===== src/rtl/switch_event_array.sv =====
// switch_event_array: debounced switch/sensor channels with press, long-press, counts, periods and readout
module switch_event_array #(
    parameter int NCH         = 4,
    parameter int DEB_CYCLES  = 32,
    parameter int LONG_CYCLES = 6400,
    parameter int CNT_W       = 16,
    parameter int PERIOD_W    = 16,
    parameter int TIME_W      = 32,
    localparam int SEL_W      = NCH > 1 ? $clog2(NCH) : 1
) (
    input  logic                HCLK,
    input  logic                HRESET,
    input  logic [NCH-1:0]      nIn,
    input  logic [NCH-1:0]      clear,
    input  logic                run,
    input  logic [SEL_W-1:0]    sel,
    output logic [NCH-1:0]      press,
    output logic [NCH-1:0]      long_press,
    output logic [NCH-1:0]      level,
    output logic [NCH-1:0]      stalled,
    output logic [TIME_W-1:0]   total_time,
    output logic [CNT_W-1:0]    rd_count,
    output logic [PERIOD_W-1:0] rd_period,
    output logic                rd_valid
);
    localparam int DW = DEB_CYCLES > 1 ? $clog2(DEB_CYCLES) : 1;
    localparam int HW = $clog2(LONG_CYCLES + 1);
    localparam logic [DW-1:0] DEB_LAST = DW'(DEB_CYCLES - 1);
    localparam logic [HW-1:0] LONG_V = HW'(LONG_CYCLES);
    localparam logic [PERIOD_W-1:0] PMAX = '1;

    logic [CNT_W-1:0]    count_a  [NCH];
    logic [PERIOD_W-1:0] period_a [NCH];
    logic [NCH-1:0]      valid_a;

    for (genvar i = 0; i < NCH; i++) begin : g_ch
        logic                s1, s2, deb, fall, seen, valid, p, lp;
        logic [DW-1:0]       dcnt;
        logic [HW-1:0]       hcnt;
        logic [CNT_W-1:0]    count;
        logic [PERIOD_W-1:0] timer, period;
        assign fall = deb & ~s2 & (dcnt == DEB_LAST);
        assign press[i] = p;
        assign long_press[i] = lp;
        assign level[i] = ~deb;
        assign stalled[i] = timer == PMAX;
        assign count_a[i] = count;
        assign period_a[i] = period;
        assign valid_a[i] = valid;
        // synchroniser, debounce filter, press and long-press pulse generation
        always_ff @(posedge HCLK) begin
            if (HRESET) begin
                s1   <= 1'b1;
                s2   <= 1'b1;
                deb  <= 1'b1;
                dcnt <= '0;
                hcnt <= '0;
                p    <= 1'b0;
                lp   <= 1'b0;
            end else begin
                s1 <= nIn[i];
                s2 <= s1;
                if (s2 == deb)
                    dcnt <= '0;
                else if (dcnt == DEB_LAST) begin
                    deb  <= s2;
                    dcnt <= '0;
                end else
                    dcnt <= dcnt + 1'b1;
                p    <= fall;
                lp   <= ~deb & (hcnt == LONG_V - 1'b1);
                hcnt <= deb ? '0 : (hcnt == LONG_V ? hcnt : hcnt + 1'b1);
            end
        end
        // event counter and press-to-press period timer; clear wins over a coincident press
        always_ff @(posedge HCLK) begin
            if (HRESET || clear[i]) begin
                count  <= '0;
                timer  <= '0;
                period <= '0;
                valid  <= 1'b0;
                seen   <= 1'b0;
            end else if (fall) begin
                count <= count + 1'b1;
                seen  <= 1'b1;
                timer <= PERIOD_W'(1);
                if (seen) begin
                    period <= timer == PMAX ? '0 : timer;
                    valid  <= timer != PMAX;
                end
            end else begin
                if (timer != PMAX)
                    timer <= timer + 1'b1;
                if (timer >= PMAX - 1'b1) begin
                    period <= '0;
                    valid  <= 1'b0;
                end
            end
        end
    end

    // free-running run-gated time base and registered channel readout
    always_ff @(posedge HCLK) begin
        if (HRESET) begin
            total_time <= '0;
            rd_count   <= '0;
            rd_period  <= '0;
            rd_valid   <= 1'b0;
        end else begin
            total_time <= run ? total_time + 1'b1 : total_time;
            rd_count   <= int'(sel) < NCH ? count_a[sel] : '0;
            rd_period  <= int'(sel) < NCH ? period_a[sel] : '0;
            rd_valid   <= int'(sel) < NCH ? valid_a[sel] : 1'b0;
        end
    end
endmodule

===== config.mk =====
export PLATFORM = sky130hd
export DESIGN_NAME = switch_event_array
export DESIGN_NICKNAME = d
export VERILOG_FILES = /design/src/rtl/switch_event_array.sv
export SDC_FILE = /design/constraint.sdc
export NUM_CORES = 1
export LEC_CHECK = 0
export CAP_MARGIN = 20
export CORE_MARGIN = 2
export CORE_UTILIZATION = 35
export CTS_CLUSTER_SIZE = 8
export DETAILED_ROUTE_END_ITERATION = 10
export DONT_BUFFER_PORTS = 1
export GPL_ROUTABILITY_DRIVEN = 0
export GPL_TIMING_DRIVEN = 0
export SYNTH_ARGS = -nofsm -noshare
export SYNTH_HDL_FRONTEND = slang
export SYNTH_SLANG_ARGS = --single-unit

===== constraint.sdc =====
create_clock -name HCLK -period 3.6 [get_ports HCLK]
set_input_delay 0.54 -clock HCLK [delete_from_list [all_inputs] [get_ports HCLK]]
set_output_delay 0.54 -clock HCLK [all_outputs]
set_load 0.01 [all_outputs]

Word level (Yosys, flattened, before mapping)
Index checks and enable logic that the tools add are counted.
{ "word_totals": {"reg_bits": 357, "inputBits": 13, "wordCells": 208, "output_inout_bits": 81} }
{ "op_classes": {"reduce_logical": 32, "addsub": 17, "eq_ne": 28, "muxes": 44, "bitwise": 25, "n_lt_le_gt_ge": 6} }
{ "op_table": {"columns": ["operator", "n"], "rows": [
  ["$mux W16", 20],
  ["$add A16 B1 Y16 const B", 8],
  ["$eq A13 B13 Y1 const B", 8],
  ["$bmux W16 S2", 2],
  ["$eq A16 B16 Y1 const B", 4],
  ["$ge A16 B16 Y1 const B", 4],
  ["$ne A16 B16 Y1 const B", 4],
  ["$add A13 B1 Y13 const B", 4],
  ["$add A32 B1 Y32 const B", 1],
  ["$mux W1", 21],
  ["$add A5 B1 Y5 const B", 4],
  ["$eq A5 B5 Y1 const B", 4],
  ["$reduce_and A2 Y1", 8],
  ["$reduce_bool A2 Y1", 8],
  ["$reduce_or A2 Y1", 8],
  ["$and A1 B1 Y1", 12],
  ["$not A1 Y1", 12],
  ["$reduce_or A3 Y1", 4],
  ["$ne A2 B1 Y1 const B", 4],
  ["$eq A1 B1 Y1", 4],
  ["$logic_or A1 B1 Y1", 4],
  ["$ge A3 B3 Y1 const B", 1],
  ["$lt A2 B3 Y1 const B", 1],
  ["$not A2 Y3", 1],
  ["$bmux W1 S2", 1]
]} }

Logic depth before layout (Yosys ltp)
Gate-level depths: netlist of the first run.
{ "depth": {"ltp_word": 5, "ltp_mapped": 10, "depth_no_buf": 7} }

Worst setup path before layout of the first run
Ideal clock, no wire load.
{ "synth_path": {"path_type": "reg-to-reg", "from": "register g_ch[0].dcnt[0]", "to": "register g_ch[0].count[15]", "path_stages_with_launch": 9, "synth_period_minus_slack_ns": 2.242, "arrival_time_ns": 2.172, "setup_slack_ns": 1.358, "required_ns": 3.529, "path_buffers": 1, "setup_time_ns": 0.071, "path_cell_list": "dfxtp_1 -> ha_1 -> and3_1 -> ha_1 -> nand2_1 -> or4_1 -> clkbuf_1 -> or3_1 -> a21oi_1"} }
{ "synth_via": {"elab_chain_len": 2} }
{ "synth_lines": {"columns": ["element", "line", "text"], "rows": [
  ["start, declared", "38", "logic [DW-1:0] dcnt;"],
  ["start signal, assigned", "69", "dcnt <= dcnt + 1'b1;"],
  ["$eq A5 B5 Y1", "42", "assign fall = deb & ~s2 & (dcnt == DEB_LAST);"],
  ["$and A1 B1 Y1", "42", null],
  ["end signal, assigned", "84", "count <= count + 1'b1;"],
  ["end, declared", "40", "logic [CNT_W-1:0] count;"]
]} }
No other way between the ends.
A chain may end at the register's enable or synchronous reset.

Final worst setup path of the first run
{ "layout_path": {"from": "register g_ch[1].timer[1]", "to": "output stalled[1]"} }
{ "layout_via": {"elab_chain_len": 1} }
{ "layout_lines": {"columns": ["element", "line", "text"], "rows": [
  ["start, declared", "41", "logic [PERIOD_W-1:0] timer, period;"],
  ["start signal, assigned", "93", "timer <= timer + 1'b1;"],
  ["$eq A16 B16 Y1", "46", "assign stalled[i] = timer == PMAX;"],
  ["end, declared", "20", "output logic [NCH-1:0] stalled,"]
]} }
No other way between the ends.

==> qor.csv, run 1 <==
stage,metric,value,unit
outcome,outcome,finished clean,
job,max_cap viols,0,
clock_tree,Num CTS Buffers,50,
sta,fin crit period,2.98,ns
synthesis,syn_nets,1769,
clock_tree,CTS sink cnt,357,
placed_design,post-DP HPWL,29.5,mm
synthesis,Post-synth ARST share,0,%
routing,DR vias/cell,5.42,
synthesis,number of synthesized flops with an enable pin,0,
routing,# DRC,0,
synthesis,register bit count reported by yosys,357,
sta,# setup viols final,0,
cells_and_area,"most common cell after layout, fill and taps aside",dfxtp_1,
worst_hold_path,hold crit path type,input port to register,
clock_tree,CTS Buffer Depth,3,
grt,grt ovf,0,
grt,vias in the first global route,12300,
sta,final critical-path setup slack,0.624,ns
synthesis,Mapped Avg Cell Area,9.25,um^2
die,# IOs,94,
cells_and_area,most frequent cells in the layout,"dfxtp_1, nor2_1, nand2_1",
cells_and_area,layout cells sized above 1,9.00,%
die,initial core utilization,35.3,%
worst_setup_path,Setup crit end kind,output pin,
placed_design,Setup WS pre-CTS,0.182,ns
sta,Final Max Tran Viols,0,
worst_setup_path,WS Path Type,register to output pin,
grt,GRT Overall Usage,17.2,%
synthesis,Syn Inst Count,1723,
clock_tree,TritonCTS clock tree,yes,
worst_setup_path,"slowest stage delay, CP",0.45,ns
placed_design,post-placement cell count,2324,
worst_setup_path,Critical Path RT,3.06,ns
synthesis,sequential share of the synthesized area,44.8,%
sta,Max Fclk,0.336,GHz
routing,DRT Wirelength,40.7,mm
sta,RSZ-0062 raised after global routing,false,
sta,relative slew slack,39.0,%
sta,final hold viol count,0,
cells_and_area,Finished Layout Cells,2380,
worst_setup_path,WP data arrival,2.44,ns
die,die width,217,um
worst_setup_path,CP max stage cell,dfxtp_1,
pwr,pwr dens,460,nW/um^2
clock_tree,Setup Buffers After CTS,0,
synthesis,post-synth cell types,67,
sta,Fin Setup TNS,0,ns
clock_tree,Root Driver,clkbuf_16,
clock_tree,htree depth,2,
routing,Initial DRC Count,959,
sta,final period utilization,82.7,%
die,cell row count,78,
pwr,leakage power,0.00607,uW
placed_design,port buffer count,0,
die,die height,217,um
clock_tree,worst-skew pair later-pin latency,0.57,ns
synthesis,YS warnings,0,
routing,DR pass1 iterations,7,
worst_setup_path,Worst setup SP type,register,
grt,initial antenna violation count,2,
worst_setup_path,worst-path cell chain,ha_1 -> nand3_1 -> nor2_1 -> nand2_1 -> inv_1,
cells_and_area,final net count,1822,
grt,first-pass GRT wire length,65.5,mm
sta,post-route clock skew,0.0183,ns
sta,Worst Tran Pin Value,0.912,ns
routing,antenna-violating nets left,0,
routing,routed len/inst,17.1,um
clock_tree,# hold bufs at CTS,0,
clock_tree,CTS resizes,0,
grt,pin count of the biggest net entering global routing,13,
die,core outline area,45200,um^2
worst_setup_path,worst-path fanout max,7,
synthesis,Syn Std Cell Area,15900,um^2
routing,via count,12900,
pwr,worst vdd ir,280,uV
cells_and_area,P&R area growth vs syn,12.9,%
synthesis,Synth Flop Type,dfxtp_1,
clock_tree,clk slew on worst S/H paths,0.05,ns
die,die area,47300,um^2
-- state kept, by name, summed over array words and instances, names as in the netlist --
signal	cells
g_ch.s2	4
g_ch.deb	4
g_ch.timer	64
g_ch.s1	4
g_ch.hcnt	52
rd_period	16
g_ch.p	4
g_ch.seen	4
g_ch.dcnt	20
g_ch.lp	4
g_ch.period	64
rd_count	16
g_ch.count	64
rd_valid	1
total_time	32
g_ch.valid	4
-- cell usage after synthesis, types with 3 or more instances --
cell type | count | share of area (%)
ha_1 | 33 | 2.6
nor2b_1 | 39 | 1.5
dfxtp_1 | 357 | 45
a2111o_1 | 3 | 0.21
o21a_1 | 5 | 0.24
nor4bb_1 | 7 | 0.44
or2_2 | 23 | 0.90
nand3_1 | 81 | 2.5
inv_1 | 45 | 1.1
a31oi_1 | 12 | 0.47
o21ai_0 | 52 | 1.6
mux4_2 | 33 | 4.7
nand4_1 | 70 | 2.7
or4_1 | 33 | 1.6
nand2b_1 | 9 | 0.35
buf_1 | 4 | 0.094
a22o_1 | 32 | 1.8
a21oi_1 | 94 | 3.0
nor2_1 | 158 | 3.7
xnor2_1 | 53 | 2.9
nor3_1 | 30 | 0.94
buf_2 | 14 | 0.44
and4_1 | 19 | 1.0
and3_1 | 26 | 1.0
a211oi_1 | 7 | 0.33
o41ai_1 | 6 | 0.33
o31ai_1 | 25 | 1.2
nand2_1 | 143 | 3.4
mux2i_1 | 45 | 2.8
nor4_1 | 27 | 1.1
clkbuf_1 | 60 | 1.4
buf_6 | 3 | 0.21
o211ai_1 | 6 | 0.28
or3_1 | 49 | 1.9
nand3b_1 | 8 | 0.38
a211o_1 | 5 | 0.27
a31o_2 | 8 | 0.44
buf_4 | 10 | 0.47
xor2_1 | 40 | 2.2
and2_1 | 17 | 0.67
-- critical path, delay by kind of cell, from the launching register on --
kind	cells	cell delay [ns]
AND/OR/NAND/NOR	3	0.87
adder cells (fa/ha/maj)	1	0.33
buffers and inverters	1	0.21
flip-flops	1	0.45
-- per-layer routing --
metal  routed length (um)  up-vias  GRT usage (%)
met4                 1180        2           6.55
met3                 2570       81           4.10
met2                18800      348           28.3
met5                   12        -              0
li1                     -     6355              -
met1                18200     6112           21.9
-- cells by family (layout without fill, tap and decap cells) --
family | after synthesis | count (layout) | synth area share (%)
AOI/OAI and AO/OA | 269 | 269 | 10.9
xor gates and xnor gates | 93 | 93 | 5.11
adders and majority gates | 33 | 33 | 2.59
buffers and inverters | 137 | 192 | 3.71
DFF | 357 | 357 | 44.8
muxes | 80 | 80 | 7.63
other | 0 | 2 | 0
and+or+nand+nor | 754 | 754 | 25.2
-- through the flow --
step	cell area [um^2]	hold slack [ns]	util [%]	power, uW
3_5_place_dp	16700	0.399	37.0	4230
3_3_place_gp	16700	0.400	36.9	4230
5_1_grt	18000	0.0490	39.8	8610
4_1_cts	18000	0.0402	39.8	8400
2_1_floorplan	15900	0.389	-	4170
6_report	18000	0.0767	39.8	8280
-- power by group --
group | internal (uW) | switching, uW
combinational | 46.3 | 119
sequential | 3970 | 15.5
clock | 2490 | 1650
total | 6510 | 1780
-- cell type report --
| class | count | area (um^2) |
|---|---|---|
| plain buffers | 91 | 419 |
| clock buffers | 53 | 1290 |
| clock inverters | 1 | 8.76 |
| well taps | 600 | 751 |
| flip-flops and latches | 357 | 7150 |
| inverters | 46 | 173 |
| diodes | 2 | 5.00 |
| fillers | 4400 | 27200 |
| repair buffers | 1 | 5.00 |
| multi-input cells | 1229 | 8200 |
-- final timing paths --
| kind | depth (start not counted) | end | slack [ns] | startpoint |
|---|---|---|---|---|
| min | 1 | g_ch[0].s1 | 0.08 | nIn[0] |
| max reg2reg | 10 | g_ch[2].period[10] | 0.86 | g_ch[2].dcnt[0] |
| max | 5 | stalled[1] | 0.62 | g_ch[1].timer[1] |
| min reg2reg | 1 | g_ch[2].s2 | 0.42 | g_ch[2].s1 |
No activity file was read; power rests on OpenSTA's default activity.
==> inputs of run 2 (changes only) <==
- clock period: 3.6 -> 2.6 ns (I/O delays scaled with it)
==> run 2 against run 1 <==
Compared with the run above: count of clock-buffer cells in the layout unchanged; critical path depth unchanged; hold slack worse by 0.034 ns; sequential power up 38%; die area unchanged; clock skew about the same; worst setup slack worse by 0.52 ns; global-route usage up 0.054 points; largest cell class unchanged.
==> qor.csv, run 2 (same netlist as run 1, synthesis figures left out) <==
stage,metric,value,unit,change
sta,fin crit period,2.50,ns,
die,initial core utilization,35.3,%,unchanged
die,core outline area,45200,um^2,unchanged
grt,first-pass GRT wire length,65.7,mm,was 65.5 mm
worst_setup_path,Reg2Reg Depth,8,,was 10
pwr,Sw Ratio,21.6,%,was 21.5%
grt,pin count of the biggest net entering global routing,13,,unchanged
worst_setup_path,reg-to-reg endpoint,g_ch[1].count[15],,was g_ch[2].period[10]
sta,Max Fclk,0.400,GHz,
clock_tree,htree depth,2,,unchanged
grt,initial antenna violation count,2,,unchanged
routing,routed len/inst,17.1,um,about the same
routing,DR pass1 iterations,5,,was 7
routing,Top Layer Used,met5,,unchanged
routing,metal1 wirelength,18.3,mm,was 18.2 mm
sta,Final Max Tran Viols,0,,unchanged
grt,GRT Overall Usage,17.3,%,was 17.2%
job,max_cap viols,0,,unchanged
die,die height,217,um,unchanged
routing,via count,12900,,about the same
clock_tree,CTS sink cnt,357,,unchanged
pwr,leakage power,0.00614,uW,was 0.00607 uW
pwr,internal cell power,9020,uW,was 6510 uW
worst_setup_path,WS Path Type,register to output pin,,unchanged
worst_setup_path,R2R setup slack,0.15,ns,was 0.86 ns
outcome,outcome,finished clean,,unchanged
worst_setup_path,critical path capture point,stalled[1],,unchanged
routing,DRT Wirelength,41.0,mm,was 40.7 mm
cells_and_area,"most common cell after layout, fill and taps aside",dfxtp_1,,unchanged
placed_design,port buffer count,0,,unchanged
pwr,pwr dens,631,nW/um^2,was 460 nW/um^2
sta,post-route clock skew,0.0188,ns,was 0.0183 ns
die,# IOs,94,,unchanged
worst_setup_path,worst-path fanout max,7,,unchanged
pwr,combinational share of power,2.1,%,was 2.0%
routing,Initial DRC Count,896,,was 959
worst_setup_path,Setup crit end kind,output pin,,unchanged
routing,# DRC,0,,unchanged
cells_and_area,layout cells sized above 1,10.7,%,was 9.00%
worst_setup_path,worst-path cell chain,clkbuf_1 -> nand4_1 -> nor3_4 -> nand2_1 -> inv_1,,was ha_1 -> nand3_1 -> nor2_1 -> nand2_1 -> inv_1
cells_and_area,biggest regs,"g_ch.count (64), g_ch.period (64), g_ch.timer (64)",,unchanged
sta,final hold viol count,0,,unchanged
clock_tree,TritonCTS clock tree,yes,,unchanged
sta,final period utilization,96.1,%,
sta,RSZ-0062 raised after global routing,true,,was false
die,die area,47300,um^2,unchanged
cells_and_area,most frequent cells in the layout,"dfxtp_1, nor2_1, nand2_1",,unchanged
cells_and_area,final net count,1833,,was 1822
routing,DR vias/cell,5.40,,was 5.42
sta,hold slack,0.0424,ns,was 0.0767 ns
clock_tree,CTS Buffer Depth,3,,unchanged
placed_design,cell area after placement,16700,um^2,unchanged
routing,antenna-violating nets left,0,,unchanged
routing,met3 WL,2.52,mm,was 2.57 mm
sta,# setup viols final,0,,unchanged
die,die width,217,um,unchanged
worst_setup_path,Critical Path RT,2.21,ns,was 3.06 ns
die,cell row count,78,,unchanged
worst_setup_path,Crit. Startpoint,g_ch[1].timer[12],,was g_ch[1].timer[1]
worst_setup_path,"slowest stage delay, CP",0.34,ns,was 0.45 ns
grt,grt ovf,0,,unchanged
worst_setup_path,Crit Reg-Reg Startpoint,g_ch[1].dcnt[0],,was g_ch[2].dcnt[0]
worst_setup_path,CP max stage cell,nor3_4,,was dfxtp_1
placed_design,Setup WS pre-CTS,-0.668,ns,was 0.182 ns
grt,vias in the first global route,12400,,was 12300
placed_design,post-DP HPWL,29.5,mm,unchanged
sta,Worst Tran Pin Value,0.895,ns,was 0.912 ns
pwr,Net Sw Power,2480,uW,was 1780 uW
worst_hold_path,hold crit path type,input port to register,,unchanged
sta,final critical-path setup slack,0.102,ns,was 0.624 ns
cells_and_area,Fillers,4393,,was 4400
clock_tree,Num CTS Buffers,50,,unchanged
cells_and_area,P&R area growth vs syn,14.2,%,was 12.9%
pwr,worst vdd ir,389,uV,was 280 uV
pwr,register share of total power,48.0,%,was 48.1%
clock_tree,clk slew on worst S/H paths,0.05,ns,about the same
clock_tree,Root Driver,clkbuf_16,,unchanged
cells_and_area,post-route design area,18200,um^2,was 18000 um^2
routing,WL met2,19.0,mm,was 18.8 mm
sta,relative slew slack,40.1,%,was 39.0%
pwr,Clock Power Share,49.9,%,about the same
worst_setup_path,Worst setup SP type,register,,unchanged
worst_setup_path,WP data arrival,2.11,ns,was 2.44 ns
clock_tree,worst-skew pair later-pin latency,0.57,ns,about the same
run 2: cell types whose count changed in the layout (fill, tap and decap cells not counted), sizes merged:
cell	before	now
dlygate4sd3	0	6
clkbuf	113	111
diode	2	3
clkinv	1	0
clkinvlp	0	2
buf	32	38
run 2: power by group through the flow:
| stage | clock (uW) | combinational, uW | sequential [uW] |
|---|---|---|---|
| floorplan | 0 | 157 | 5620 |
| CTS | 5890 | 240 | 5520 |
| global placement | 0 | 227 | 5630 |
| global route | 6150 | 265 | 5520 |
| finish | 5730 | 240 | 5520 |
| detailed placement | 0 | 231 | 5630 |
run 2: stage by stage:
| stage | TNS, ns | util, % | cells | power [uW] |
|---|---|---|---|---|
| floorplan | 0 | - | 1723 | 5780 |
| global placement | -31.28 | 36.9 | 2323 | 5860 |
| detailed placement | -33.55 | 37.0 | 2324 | 5860 |
| CTS | -0.0773 | 40.0 | 2384 | 11600 |
| global route | -0.0459 | 40.3 | 2389 | 11900 |
| finish | 0 | 40.3 | 2392 | 11500 |
run 2: layer usage:
| metal | vias up | track usage, % |
|---|---|---|
| li1 | 6372 | - |
| met1 | 6127 | 21.8 |
| met2 | 340 | 28.5 |
| met3 | 81 | 4.10 |
| met4 | 2 | 6.58 |
| met5 | - | 0 |
run 2: cell type report:
cell class	instances	area, um^2	area share, %
multi-input combinational	1229	8280	45.5
sequential	357	7150	39.3
buffer	88	419	2.30
clock buffer	53	1290	7.10
antenna	3	7.51	0.0412
tap	600	751	4.12
timing repair buffer	14	118	0.646
inverter	46	176	0.969
clock inverter	1	8.76	0.0481
timing repair inverter	1	5.00	0.0275
run 2: how the worst min path moves through the flow:
stage,startpoint,endpoint,slack (ns),depth (start not counted)
2_1_floorplan,g_ch[0].s1,g_ch[0].s2,0.39,1
3_3_place_gp,g_ch[1].s1,g_ch[1].s2,0.40,1
3_5_place_dp,g_ch[0].s1,g_ch[0].s2,0.40,1
4_1_cts,run,total_time[2],0.01,3
5_1_grt,clear[2],g_ch[2].timer[2],0.06,3
6_report,run,total_time[2],0.04,3
run 2: timing repair:
item	4_1_cts	5_1_grt
resized for setup	14	17
buffers inserted	0	7
endpoints found under the hold margin	8	0
cloned	0	1
endpoints found under the setup margin	25	44
hold buffers	6	0
pin swaps	0	6
run 2: critical path, delay by kind of cell, from the launching register on:
kind | cells | cell delay, ns
and+or+nand+nor | 3 | 0.80
buffers and inverters | 2 | 0.43
DFF | 1 | 0.30
